### src/rtl/fpga_robots_game_dump_tx_pkg.sv
// Shared encodings and constants for the tile-map dump transmitter.
// Also provides the nibble-to-ASCII helper used by the formatter.
package fpga_robots_game_dump_tx_pkg;

  typedef enum logic [2:0] {
    DTX_IDLE = 3'd0,
    DTX_HI   = 3'd1,
    DTX_LO   = 3'd2,
    DTX_CR   = 3'd3,
    DTX_LF   = 3'd4
  } dtx_state_e;

  localparam logic [7:0] ASC_CR = 8'h0D;
  localparam logic [7:0] ASC_LF = 8'h0A;

  localparam int DEFAULT_CLK_DIV        = 217;
  localparam int DEFAULT_BYTES_PER_LINE = 128;

  // Uppercase hex digit: 0..9 -> '0'..'9', 10..15 -> 'A'..'F'.
  function automatic logic [7:0] hex_ascii(input logic [3:0] nib);
    return (nib < 4'd10) ? (8'h30 + {4'h0, nib}) : (8'h37 + {4'h0, nib});
  endfunction

endpackage

### src/rtl/fpga_robots_game_dump_tx_uart.sv
// 8N1 UART transmitter: start bit, 8 data bits LSB first, stop bit, CLK_DIV clocks per bit.
// Ready is raised on the last clock of the stop bit so frames can run back to back.
module uart_tx_8n1
  import fpga_robots_game_dump_tx_pkg::*;
#(
  parameter int CLK_DIV = DEFAULT_CLK_DIV
) (
  input  logic       clk,
  input  logic       rst,
  input  logic [7:0] char,
  input  logic       char_valid,
  output logic       char_ready,
  output logic       txd
);

  localparam logic [15:0] BAUD_LAST = 16'(CLK_DIV - 1);

  logic        active_q, active_d;
  logic [15:0] baud_q, baud_d;
  logic [3:0]  bit_q, bit_d;
  logic [9:0]  shift_q, shift_d;
  logic        txd_q, txd_d;
  logic        bit_end;
  logic        frame_end;

  always_comb begin
    // NOTE: every signal gets a default first so no path leaves it unassigned (no latches).
    active_d = active_q;
    baud_d   = baud_q;
    bit_d    = bit_q;
    shift_d  = shift_q;

    bit_end    = active_q && (baud_q == BAUD_LAST);
    frame_end  = bit_end && (bit_q == 4'd9);
    char_ready = !active_q || frame_end;

    if (char_valid && char_ready) begin
      active_d = 1'b1;
      baud_d   = '0;
      bit_d    = '0;
      shift_d  = {1'b1, char, 1'b0};
    end else if (frame_end) begin
      active_d = 1'b0;
    end else if (bit_end) begin
      baud_d  = '0;
      bit_d   = bit_q + 4'd1;
      shift_d = {1'b1, shift_q[9:1]};
    end else if (active_q) begin
      baud_d = baud_q + 16'd1;
    end

    // Line level is registered so txd never glitches; this adds the load cycle.
    txd_d = active_q ? shift_q[0] : 1'b1;
  end

  // NOTE: sequential state uses non-blocking assignments so all flops update together.
  always_ff @(posedge clk) begin
    if (rst) begin
      active_q <= 1'b0;
      baud_q   <= '0;
      bit_q    <= '0;
      shift_q  <= '1;
      txd_q    <= 1'b1;
    end else begin
      active_q <= active_d;
      baud_q   <= baud_d;
      bit_q    <= bit_d;
      shift_q  <= shift_d;
      txd_q    <= txd_d;
    end
  end

  assign txd = txd_q;

endmodule

### src/rtl/fpga_robots_game_dump_tx.sv
// Dump back end: takes tile-map bytes, emits two uppercase hex digits per byte,
// inserts CR LF at line ends or on request, and serialises on an 8N1 line.
module fpga_robots_game_dump_tx
  import fpga_robots_game_dump_tx_pkg::*;
#(
  parameter int CLK_DIV        = DEFAULT_CLK_DIV,
  parameter int BYTES_PER_LINE = DEFAULT_BYTES_PER_LINE
) (
  input  logic       clk,
  input  logic       rst,
  input  logic [7:0] in_data,
  input  logic       in_valid,
  input  logic       in_eol,
  output logic       in_ready,
  output logic       txd,
  output logic       busy
);

  localparam logic [7:0] COL_LAST = 8'(BYTES_PER_LINE - 1);

  dtx_state_e state_q, state_d;
  logic [7:0] data_q, data_d;
  logic       eol_q, eol_d;
  logic [7:0] col_q, col_d;

  logic [7:0] char;
  logic       char_send;
  logic       char_valid;
  logic       char_ready;

  always_comb begin
    state_d   = state_q;
    data_d    = data_q;
    eol_d     = eol_q;
    col_d     = col_q;
    char      = 8'h00;
    char_send = 1'b0;

    in_ready = !rst && (state_q == DTX_IDLE) && char_ready;

    case (state_q)
      DTX_IDLE: begin
        if (in_valid && in_ready) begin
          data_d  = in_data;
          eol_d   = in_eol;
          state_d = DTX_HI;
        end
      end
      DTX_HI: begin
        char      = hex_ascii(data_q[7:4]);
        char_send = 1'b1;
        if (char_ready) state_d = DTX_LO;
      end
      DTX_LO: begin
        char      = hex_ascii(data_q[3:0]);
        char_send = 1'b1;
        if (char_ready) begin
          // A forced end of line at the column limit still yields a single CR LF.
          if (eol_q || (col_q == COL_LAST)) begin
            state_d = DTX_CR;
          end else begin
            col_d   = col_q + 8'd1;
            state_d = DTX_IDLE;
          end
        end
      end
      DTX_CR: begin
        char      = ASC_CR;
        char_send = 1'b1;
        if (char_ready) state_d = DTX_LF;
      end
      DTX_LF: begin
        char      = ASC_LF;
        char_send = 1'b1;
        if (char_ready) begin
          col_d   = 8'd0;
          state_d = DTX_IDLE;
        end
      end
      default: state_d = DTX_IDLE;
    endcase

    // Strobe only on the cycle the serializer takes the character.
    char_valid = char_send && char_ready;
  end

  always_ff @(posedge clk) begin
    if (rst) begin
      state_q <= DTX_IDLE;
      data_q  <= 8'h00;
      eol_q   <= 1'b0;
      col_q   <= 8'd0;
    end else begin
      state_q <= state_d;
      data_q  <= data_d;
      eol_q   <= eol_d;
      col_q   <= col_d;
    end
  end

  assign busy = (state_q != DTX_IDLE) || !char_ready;

  uart_tx_8n1 #(
    .CLK_DIV(CLK_DIV)
  ) u_uart (
    .clk       (clk),
    .rst       (rst),
    .char      (char),
    .char_valid(char_valid),
    .char_ready(char_ready),
    .txd       (txd)
  );

endmodule

### config.mk
export PLATFORM = sky130hd
export DESIGN_NAME = fpga_robots_game_dump_tx
export DESIGN_NICKNAME = d
export VERILOG_FILES = /design/src/rtl/fpga_robots_game_dump_tx_pkg.sv /design/src/rtl/fpga_robots_game_dump_tx_uart.sv /design/src/rtl/fpga_robots_game_dump_tx.sv
export SDC_FILE = /design/constraint.sdc
export NUM_CORES = 1
export LEC_CHECK = 0
export ABC_AREA = 1
export CELL_PAD_IN_SITES_DETAIL_PLACEMENT = 0
export CELL_PAD_IN_SITES_GLOBAL_PLACEMENT = 2
export CORE_ASPECT_RATIO = 0.75
export CORE_MARGIN = 2
export CORE_UTILIZATION = 36
export DETAILED_ROUTE_END_ITERATION = 16
export GPL_TIMING_DRIVEN = 0
export PLACE_DENSITY_LB_ADDON = 0.1
export SLEW_MARGIN = 10
export SYNTH_ARGS = -nofsm -noshare
export SYNTH_HDL_FRONTEND = slang
export SYNTH_SLANG_ARGS = --single-unit
### constraint.sdc
create_clock -name clk -period 3.2 [get_ports clk]
set_input_delay 0.64 -clock clk [delete_from_list [all_inputs] [get_ports clk]]
set_output_delay 0.64 -clock clk [all_outputs]
set_load 0.01 [all_outputs]
# Yosys cells after proc, flatten, opt, wreduce, memory -nomap -nowiden

Cells that the tools add are included.

Add/sub/neg operators: 7
Magnitude comparators: 2
Equality and inequality tests: 14
Mux-type cells: 22
Bitwise logic cells: 2
Reductions and logical operators: 28

Operator list:

| kind                                                                    | count |
|---|---|
| 16-bit two-way mux                                                      | 2 |
| 6-bit by 4-bit adder with 7-bit output (first input constant)           | 4 |
| 7-bit one-hot mux with 4 select lines                                   | 1 |
| 9-bit two-way mux                                                       | 3 |
| 8-bit two-way mux                                                       | 3 |
| 16-bit by 1-bit adder with 16-bit output (second input constant)        | 1 |
| 16-bit by 8-bit equality test with 1-bit output (second input constant) | 1 |
| 8-bit one-hot mux with 2 select lines                                   | 1 |
| 3-bit two-way mux                                                       | 5 |
| 3-bit one-hot mux with 5 select lines                                   | 1 |
| 7-bit two-way mux                                                       | 2 |
| 2-bit inequality test (second input constant)                           | 6 |
| 8-bit by 1-bit adder with 8-bit output (second input constant)          | 1 |
| 8-bit by 7-bit equality test with 1-bit output (second input constant)  | 1 |
| 4-bit < comparator (second input constant)                              | 2 |
| 2-bit AND reduction                                                     | 4 |
| 2-bit nonzero test                                                      | 4 |
| 1-bit logical AND                                                       | 7 |
| 3-bit by 2-bit equality test with 1-bit output (second input constant)  | 2 |
| 5-bit AND reduction                                                     | 1 |
| 4-bit by 1-bit adder with 4-bit output (second input constant)          | 1 |
| 4-bit equality test (second input constant)                             | 1 |
| 4-bit AND reduction                                                     | 1 |
| 2-bit OR reduction                                                      | 2 |
| other kinds (11)                                                        | 18 |

Bits in registers: 51
Bits of input ports: 12
Output and inout port bits: 3

# Logic depth before layout (Yosys ltp)

Depth after elaboration: 8
Mapped depth: 13
Mapped depth without buffers: 13

# Cells and area by module

From an unflattened synthesis, not the netlist that was laid out.

Cell total of the unflattened synthesis: 486
Area total of the unflattened synthesis: 3183.1 sq um

By module, submodules not included:

| module                   | instances | cells an instance | area an instance (sq um) |
|---|---|---|---|
| uart_tx_8n1              | 1         | 280               | 1866.8 |
| fpga_robots_game_dump_tx | 1         | 206               | 1316.3 |

# Worst setup path after synthesis

OpenSTA, ideal clock, no wires.

Path kind: register to output
From: register u_uart.baud_q[0]
To: output port in_ready
Data arrival time: 1515 ps
Slack: 1045 ps
Stages on the path, launching flop included: 12
Cells stage by stage: dfxtp_1 -> inv_1 -> ha_1 -> inv_1 -> nor2_1 -> nand2_1 -> nor2_2 -> nand3_4 -> nand2_4 -> buf_2 -> nand2_1 -> nor2_1

Longest elaborated chain between the ends: 5

RTL lines:

| item                                            | line                                | text |
|---|---|---|
| start: declaration                              | fpga_robots_game_dump_tx_uart.sv:19 | `logic [15:0] baud_q, baud_d;` |
| start signal: assignment                        | fpga_robots_game_dump_tx_uart.sv:66 | `baud_q <= baud_d;` |
| 16-bit by 8-bit equality test with 1-bit output | fpga_robots_game_dump_tx_uart.sv:33 | `bit_end = active_q && (baud_q == BAUD_LAST);` |
| 1-bit logical AND                               | fpga_robots_game_dump_tx_uart.sv:33 |  |
| 1-bit logical AND                               | fpga_robots_game_dump_tx_uart.sv:34 | `frame_end = bit_end && (bit_q == 4'd9);` |
| 1-bit logical OR                                | fpga_robots_game_dump_tx_uart.sv:35 | `char_ready = !active_q \|\| frame_end;` |
| 1-bit logical AND                               | fpga_robots_game_dump_tx.sv:39      | `in_ready = !rst && (state_q == DTX_IDLE) && char_ready;` |
| end: declaration                                | fpga_robots_game_dump_tx.sv:14      | `output logic in_ready,` |

Every way passes these cells.

# Final worst setup path

Same ends and word-level chain as after synthesis.

==> impl_metrics.yaml <==
global_route:
  grt_use_met1_pct: 25.6
  grt_use_met2_pct: 26.1
  antenna_found_initial: 0
  grt_pass1_vias: 2428
  met3_usage_pct: 3.25
  grt_start_max_net_pins: 18
  grt.total_usage_pct: 17.4
  busiest_layer: "met2"
  overflow: 0
  grt_pass1_wl_um: 11700
logic_synthesis:
  synth-async-reset-ratio_pct: 0
  ys_seq_area_share_pct: 36.6
  yosysTopAreaCellShare_pct: 36.6
  synth_nets: 441
  ys_ff_latch: 51
  synth_flop_cell: "dfxtp_1"
  synth_cell_types: 35
  synthTopCellsByCount: "103 x nand2_1, 52 x inv_1, 51 x dfxtp_1, 48 x nor2_1, 42 x nand3_1"
  synth_top_cell_by_area: "dfxtp_1"
  avgSynthCellArea_sq_um: 6.61
  syn-instance-count: 422
  synth_edf_count: 0
  yosysMostFrequentCell: "nand2_1"
  syn-cell-area_sq_um: 2790
  synth_top_cells_by_area: "dfxtp_1 37%, nand2_1 14%, nand3_1 7.5%, inv_1 7.0%, nor2_1 6.5%"
  synth-warning-count: 0
place:
  dp_hpwl_um: 5190
  place_congestion: 0.813
  numPortBuffers: 13
layout:
  syn2layout_area_growth_pct: 12.7
  layout-drive-gt1-share_pct: 6.56
  nFillCells: 814
  fin_nets: 460
  n_antenna_cell: 0
power:
  p_total_mw: 2.01
  p_sw_share_pct: 42.3
  internal_power_mw: 1.16
  pwr-share-comb_pct: 39.0
  ir_drop_mv: 0.269
  power.density_nw_per_um2: 639
  p_leak_nw: 1.30
  p_switching_mw: 0.849
  seq_power_share_pct: 40.9
  clockPowerShare_pct: 20.0
timing:
  hold_viol: 0
  fin_crit_sh_pct: 92.8
  setup-violations-final: 0
  slew_viol_final: 0
  setup_tns_ns: 0
  fin_crit_ns: 2.97
  worstMarginPinSlew_ns: 0.636
  slew_headroom_pct: 57.6
  clock-skew-final_ns: 0.0119
  rsz0062_at_grt: "false"
  fmax_mhz: 337
clock_network:
  cts_buffer_depth: 2
  clkTransAtPathRegs_ns: 0.11
  ctsHoldBuffers: 0
  cts_buffers: 5
  cts_tree: "done"
  insertion_delay_ns: 0.31
  cts_setup_buffers: 0
  cts_root_buf: "clkbuf_8"
  numClockSinks: 51
  h-tree-depth: 2
worst_hold_path:
  hp-class: "reg2reg"
routing:
  vias: 2627
  drtIter0Drc: 125
  routed_wl_um: 6890
  wire_per_inst_um: 12.7
  vias_per_cell: 4.84
  firstDrtPassIters: 4
  drc_errors: 0
  drtAntennaViolNets: 0
outcome:
  run_status: "completed"
worst_setup_path:
  cp_data_arrival_time_ns: 2.33
  end_kind: "primary output"
  cp.required_ns: 2.56
  setup.worst_path.start_class: "flip-flop"
  crit_type: "reg2out"
  cp_max_fo: 15
floorplan:
  dieArea_sq_um: 8480
  rows: 27
  start_util_pct: 37.6
  ios: 15
  coreArea_sq_um: 7430
  fp.dieW_um: 106
  fp.dieH_um: 80.3
job:
  cap_violations: 0
layout by cell type, fill, tap and decap left out, types with 3 or more instances in the layout:
cell type / Yosys / layout
nand3_1: 42 / 42
nand2_1: 103 / 103
xor2_1: 6 / 6
clkdlybuf4s50_1: 0 / 13
nor2_2: 3 / 3
buf_4: 3 / 3
inv_2: 4 / 4
o21ai_1: 11 / 11
nand2_2: 3 / 3
buf_2: 4 / 3
nor2_1: 48 / 48
dfxtp_1: 51 / 51
ha_1: 7 / 7
nand4_1: 10 / 10
nor3_1: 9 / 9
o21ai_0: 11 / 11
inv_1: 52 / 52
a21oi_1: 29 / 29
nor3b_1: 3 / 3
o22ai_1: 3 / 3
clkbuf_8: 0 / 5
cells by family after synthesis:
kind of cell               Yosys count  share of synthesized area [%]
adders and majority gates            7                           3.14
buffers and inverters               67                           9.86
AOI/OAI and AO/OA                   58                           10.9
and+or+nand+nor                    232                           37.3
xor gates and xnor gates             7                           2.20
DFF                                 51                           36.6
worst paths after layout:
kind	from	to	slack, ns	cells after the start
setup / recovery	u_uart.baud_q[0]	in_ready	0.23	11
hold / removal	u_uart.shift_q[0]	u_uart.txd	0.45	2
setup reg to reg	col_q[0]	col_q[1]	1.19	9
hold reg to reg	u_uart.shift_q[0]	u_uart.txd	0.45	2
critical path: stages (launching register included):
cell and delay [ns]:
dfxtp_1 0.37, inv_1 0.07, ha_1 0.17, inv_1 0.05
nor2_1 0.08, nand2_1 0.08, nor2_2 0.18, nand3_4 0.14
nand2_8 0.14, nand2_1 0.08, nor2_1 0.09, clkdlybuf4s50_1 0.55
power groups by stage:
stage	combinational [mW]	sequential, mW	clock [mW]
after CTS	0.786	0.818	0.420
after global placement	0.786	0.831	0
after global routing	0.899	0.836	0.439
final	0.784	0.822	0.402
after floorplan	0.562	0.814	0
after detailed placement	0.788	0.833	0
area by class of cell:
class / instances / area (sq um) / area share [%]
buffer: 9 / 56.3 / 1.79
clock buffer: 5 / 68.8 / 2.19
clock inverter: 3 / 25.0 / 0.796
inverter: 57 / 214 / 6.80
multi-input combinational: 304 / 1500 / 47.8
sequential: 51 / 1020 / 32.5
tap: 101 / 126 / 4.02
timing repair buffer: 13 / 130 / 4.14
through the flow:
step | hold slack [ns] | cell area [sq um] | setup WS [ns] | util [%] | instances
6_report | 0.449 | 3150 | 0.230 | 42.3 | 543
5_1_grt | 0.485 | 3150 | 0.0214 | 42.3 | 543
4_1_cts | 0.455 | 3140 | 0.158 | 42.2 | 543
3_5_place_dp | 0.426 | 3050 | 0.343 | 41.0 | 536
3_3_place_gp | 0.426 | 3050 | 0.350 | 41.0 | 536
2_1_floorplan | 0.410 | 2790 | 1.05 | - | 422
metal layers:
metal	vias to the layer above	share of wire (%)
li1	1400	-
met2	35	39
met1	1185	55
met3	7	4.5
met5	-	0
met4	0	0.87
timing repair:
action	CTS	global route
endpoints found under the hold margin	0	0
gates resized for setup	0	1
endpoints found under the setup margin	1	1
sequential cells by signal, indices dropped and copies added (netlist names):
name / flops
u_uart.baud_q: 16
u_uart.shift_q: 9
col_q: 8
data_q: 8
u_uart.bit_q: 4
state_q: 3
eol_q: 1
u_uart.active_q: 1
u_uart.txd: 1
(Power assumes the default switching activity.)
